[src/rtl/led_pkg.sv]
// led_pkg: shared helpers and slot-state encoding for the LED scan driver.
package led_pkg;
   typedef enum logic {BLANK = 1'b0, DRIVE = 1'b1} slot_state_e;
   // Ceiling log2, never below 1 so single-value ranges still get a bit.
   function automatic int clog2(input int v);
      int r;
      r = 1;
      while ((1 << r) < v) r++;
      return r;
   endfunction
   function automatic logic [63:0] seg_blank(input int w);
      return (w >= 64) ? '1 : (64'd1 << w) - 64'd1;
   endfunction
endpackage

[src/rtl/led_prescaler.sv]
// led_prescaler: slot timebase counting 0..SLOT_CYCLES-1 with synchronous clear.
module led_prescaler import led_pkg::*; #(
   parameter int SLOT_CYCLES = 1000000
) (
   input  logic                          clk,
   input  logic                          rst,
   input  logic                          clear,
   output logic                          slot_end,
   output logic [clog2(SLOT_CYCLES)-1:0] count
);
   localparam int CW = clog2(SLOT_CYCLES);
   logic [CW-1:0] count_d, count_q;
   always_comb begin
      slot_end = count_q == CW'(SLOT_CYCLES - 1);
      count_d = (clear || slot_end) ? '0 : count_q + 1'b1;
   end
   always_ff @(posedge clk)
      if (rst) count_q <= '0;
      else count_q <= count_d;
   assign count = count_q;
endmodule

[src/rtl/led_scan_driver.sv]
// led_scan_driver: multiplexed digit scan with blanking guard, brightness PWM,
// DP-off mask and a seg_in snapshot taken at the first cycle of every frame.
module led_scan_driver import led_pkg::*; #(
   parameter int N_DIGITS        = 4,
   parameter int SEG_W           = 8,
   parameter int SLOT_CYCLES     = 1000000,
   parameter int BLANK_CYCLES    = 2,
   parameter int BRIGHT_W        = 4,
   parameter bit SEL_ACTIVE_HIGH = 1'b1
) (
   input  logic                      clk,
   input  logic                      rst,
   input  logic                      enable,
   input  logic [N_DIGITS*SEG_W-1:0] seg_in,
   input  logic [N_DIGITS-1:0]       dp_off,
   input  logic [BRIGHT_W-1:0]       brightness,
   output logic [SEG_W-1:0]          seg_out,
   output logic [N_DIGITS-1:0]       sel_out,
   output logic                      frame_start
);
   localparam int CW = clog2(SLOT_CYCLES);
   localparam int IW = clog2(N_DIGITS);
   localparam logic [SEG_W-1:0] SEG_OFF = SEG_W'(seg_blank(SEG_W));
   logic                      slot_end;
   logic [CW-1:0]             count;
   logic [IW-1:0]             idx_d, idx_q;
   logic [N_DIGITS*SEG_W-1:0] masked, snap_d, snap_q;
   logic [BRIGHT_W-1:0]       pwm_d, pwm_q;
   logic [SEG_W-1:0]          seg_d, seg_q;
   logic [N_DIGITS-1:0]       sel_d, sel_q;
   logic                      snap_take, pwm_on;
   slot_state_e               state;

   led_prescaler #(.SLOT_CYCLES(SLOT_CYCLES)) u_prescaler (
      .clk(clk),
      .rst(rst),
      .clear(!enable),
      .slot_end(slot_end),
      .count(count)
   );

   // Disabling clears count and index, so the first enabled cycle lands on slot 0 of digit 0.
   always_comb begin
      masked = seg_in;
      for (int d = 0; d < N_DIGITS; d++)
         masked[d*SEG_W+SEG_W-1] = seg_in[d*SEG_W+SEG_W-1] | dp_off[d];
      state = (count < CW'(BLANK_CYCLES)) ? BLANK : DRIVE;
      snap_take = enable && count == '0 && idx_q == '0;
      pwm_on = (&brightness) || (pwm_q < brightness);
      idx_d = !enable ? '0 : !slot_end ? idx_q : (idx_q == IW'(N_DIGITS - 1)) ? '0 : idx_q + 1'b1;
      snap_d = snap_take ? masked : snap_q;
      pwm_d = pwm_q + 1'b1;
      seg_d = (enable && state == DRIVE) ? snap_q[idx_q*SEG_W +: SEG_W] : SEG_OFF;
      sel_d = (enable && state == DRIVE && pwm_on) ? N_DIGITS'(1) << idx_q : '0;
   end

   always_ff @(posedge clk)
      if (rst) begin
         idx_q <= '0;
         snap_q <= '1;
         pwm_q <= '0;
         seg_q <= SEG_OFF;
         sel_q <= '0;
      end else begin
         idx_q <= idx_d;
         snap_q <= snap_d;
         pwm_q <= pwm_d;
         seg_q <= seg_d;
         sel_q <= sel_d;
      end

   assign seg_out = seg_q;
   assign sel_out = SEL_ACTIVE_HIGH ? sel_q : ~sel_q;
   assign frame_start = snap_take && !rst;
endmodule

[config.mk]
export PLATFORM = sky130hd
export DESIGN_NAME = led_scan_driver
export DESIGN_NICKNAME = d
export VERILOG_FILES = /design/src/rtl/led_pkg.sv /design/src/rtl/led_prescaler.sv /design/src/rtl/led_scan_driver.sv
export SDC_FILE = /design/constraint.sdc
export NUM_CORES = 1
export LEC_CHECK = 0
export CAP_MARGIN = 20
export CORE_UTILIZATION = 30
export DETAILED_ROUTE_END_ITERATION = 8
export GPL_TIMING_DRIVEN = 0
export REMOVE_ABC_BUFFERS = 1
export SETUP_SLACK_MARGIN = 0.1
export SYNTH_ARGS = -nofsm -noshare
export SYNTH_HDL_FRONTEND = slang
export SYNTH_SLANG_ARGS = --single-unit
[constraint.sdc]
create_clock -name clk -period 2.3 [get_ports clk]
set_input_delay 0.46 -clock clk [delete_from_list [all_inputs] [get_ports clk]]
set_output_delay 0.46 -clock clk [all_outputs]
set_load 0.03 [all_outputs]
==> metrics.cfg <==
[die]
dieWidth_um = 104
floorplan.die.height_um = 104
std_cell_rows = 36
start_util_pct = 31.4
ioPinCount = 56
die-area_um2 = 10700
core-area_um2 = 9860

[grt]
grt_pass1_wl_um = 11100
grtUsageTotal_pct = 12.7
grt-ovfl-total = 0
grt_pass1_vias = 2433
grt_max_degree = 50
antenna_found_initial = 0

[cells_and_area]
antenna_cells = 0
nets = 435
final_cells = 519
area_delta_synth_final_pct = 31.3
n_fill_cell = 978
drive_above_1_share_pct = 13.7

[clocking]
htree_levels = 3
clock_sinks = 70
holdBufCountCts = 0
clockBufferDepth = 2
cts_tree = yes
cts_buffers = 9
clk_latency_ps = 330
root_buffer = clkbuf_8
clk_pin_slew_ps = 70

[sta]
finClkSkew_ps = 12.9
setup_tns_ps = 0
slew_headroom_pct = 62.2
setup_violations = 0
slew_violations = 0
period_needed_ps = 2110
tightest_slew_ps = 567
hold_viol_final = 0
period_share_pct = 91.7
fmax_mhz = 474
hold_ws_ps = 468
rsz0062_at_grt = yes

[worst_setup_path]
slowest_delay_ps = 360
critPathSlowestCell = dfxtp_1
path_class = flip-flop to output port
worst-path-buf-inv = 1
r2r_end = u_prescaler.count[7]$_SDFF_PP0_
r2r_setup_slack_ps = 280
crit_chain = nor4_2 -> nand3_2 -> nor4_4 -> buf_4
critPathCaptureType = output port
timing.rr.start = u_prescaler.count[1]$_SDFF_PP0_
critPathMaxFanout = 4
critical_path_arrival_ps = 1650
ff2ff_path_depth = 6
crit_family = simple AND/OR/NAND/NOR gates
worstPathRequired_ps = 1840
crit_path_start_kind = flip-flop

[logic_synthesis]
synth_cell_type_count = 37
netlist.top_cell.by_area = dfxtp_1
syn-instance-count = 330
async_flop_share_pct = 0
synthFlopType = dfxtp_1
yosysMostFrequentCell = nor2_1
yosys_warnings = 0
avgSynthCellArea_um2 = 9.38
synth_xor_area_share_pct = 4.25
synth-simple-area-share_pct = 23.0
synth_top_area_share_pct = 45.3
synth_commonest_cells = 83 x nor2_1, 70 x dfxtp_1, 32 x mux2i_1
yosysSeqAreaShare_pct = 45.3
synth_top_family_by_area = simple AND/OR/NAND/NOR gates
synthAdderAreaFrac_pct = 3.23
syn_area_um2 = 3090
synth-edff-count = 0
synth-compound-area-share_pct = 3.88
synthTopCellsByArea = dfxtp_1 45%, mux2i_1 10%, nor2_1 10%, mux4_2 5.8%, xnor2_1 3.4%
yosys-mux-area-fraction_pct = 16.2
synth-seq-cells = 70

[placed_design]
hpwlAfterDp_um = 4390
dp.cells = 504
numPortBuffers = 55
gp_congestion = 0.746

[hold_path]
worst_hold_path.endpoint = pwm_q[0]$_SDFF_PP0_
whs_path_depth = 1
worstHoldStart = pwm_q[0]$_SDFF_PP0_
hold_class = flip-flop to flip-flop

[detailed_routing]
wl_um = 6360
drtIter0Drc = 87
vias_per_cell = 4.70
wl_per_cell_um = 12.3
firstDrtPassIters = 4
vias = 2438
drc_errors = 0
drtAntennaViolNets = 0

[pwr]
irDropWorstVdd_mv = 0.283
report.power.total_w = 0.00232
power.leakage_nw = 1.44
p_per_area_nw_per_um2 = 571

[job]
maxCapViolations = 0

[run_status]
status = finished clean

==> worst max-delay path by stage <==
| stage | from | slack, ps | cells after the start | to |
|---|---|---|---|---|
| 6_report | u_prescaler.count[19]$_SDFF_PP0_ | 190 | 4 | frame_start |
| 5_1_grt | u_prescaler.count[19]$_SDFF_PP0_ | 100 | 4 | frame_start |
| 4_1_cts | u_prescaler.count[8]$_SDFF_PP0_ | 1 | 4 | frame_start |
| 3_5_place_dp | enable | -420 | 4 | frame_start |
| 3_3_place_gp | rst | -1910 | 3 | frame_start |
| 2_1_floorplan | idx_q[0]$_SDFFE_PP0P_ | -720 | 5 | snap_q[0]$_SDFFE_PP1N_ |
==> final cells by class <==
| cell class | count | area (um^2) | share of cell area (%) |
|---|---|---|---|
| multi-input cells | 231 | 1660 | 40.8 |
| flip-flops and latches | 70 | 1410 | 34.8 |
| repair buffers | 61 | 644 | 15.9 |
| well taps | 133 | 166 | 4.10 |
| clock buffers | 10 | 128 | 3.14 |
| inverters | 11 | 41.3 | 1.02 |
| clock inverters | 3 | 15.0 | 0.370 |
==> registers in the layout, indices dropped and copies added (netlist names) <==
register	count
u_prescaler.count	20
snap_q	32
sel_out	4
pwm_q	4
seg_out	8
idx_q	2
==> worst reg2reg max path, cell delays in order, from the launching register on <==
cell	delay, ps
dfxtp_1	470
ha_1	290
nand2_1	100
or4_4	480
o21ai_4	330
buf_6	200
nor2_1	50
==> metrics by stage <==
step / setup WS, ps / util, % / area [um^2]
floorplan: -724 / - / 3010
global placement: -1910 / 37.7 / 3720
detailed placement: -420 / 38.7 / 3810
CTS: 1.44 / 40.4 / 3980
global route: 97.7 / 41.2 / 4060
finish: 191 / 41.2 / 4060
==> report_power, final <==
group | switching (W) | internal, W
Sequential | 0.0000243 | 0.00125
Combinational | 0.000104 | 0.000152
Clock | 0.000416 | 0.000368
==> placed cells by master (no fill, tap or decap), drive strengths merged, types with 2 or more instances in the layout <==
cell type      synthesis  routed
ha                     8       8
nor2                  83      83
clkbuf                11      10
o21ai                  5       5
mux4                   8       8
inv                   11      11
mux2i                 32      32
nand4                  5       5
nor3                  10      10
o31ai                  5       5
xor2                   3       3
nand3                 10      10
nand2                  8       8
nor4                  11      11
xnor2                 12      12
clkdlybuf4s50          0      53
dfxtp                 70      70
a21oi                  5       5
or3                    2       2
buf                    7       8
or2                   10      10
or4                    5       5
nor2b                  2       2
clkinv                 0       3
==> layer usage <==
layer  track usage, %  wire length [um]
met5                0                 0
met4             4.55               114
met3             3.59               283
met2             21.9              3040
met1             15.0              2930
==> timing repair <==
item,in CTS,in global routing
setup endpoints to repair,13,53
resized for setup,12,15
setup buffers,1,1
gates cloned,0,0
pin swaps,1,4
==> kinds of logic (layout without fill, tap and decap cells) <==
group	after synthesis	in the layout
AO/OA/AOI/OAI	19	19
XOR/XNOR	15	15
adder cells (fa/ha/maj)	8	8
buffers and inverters	29	85
flip-flops	70	70
multiplexers	40	40
AND/OR/NAND/NOR	149	149
Power figures use the tool's default switching activity.
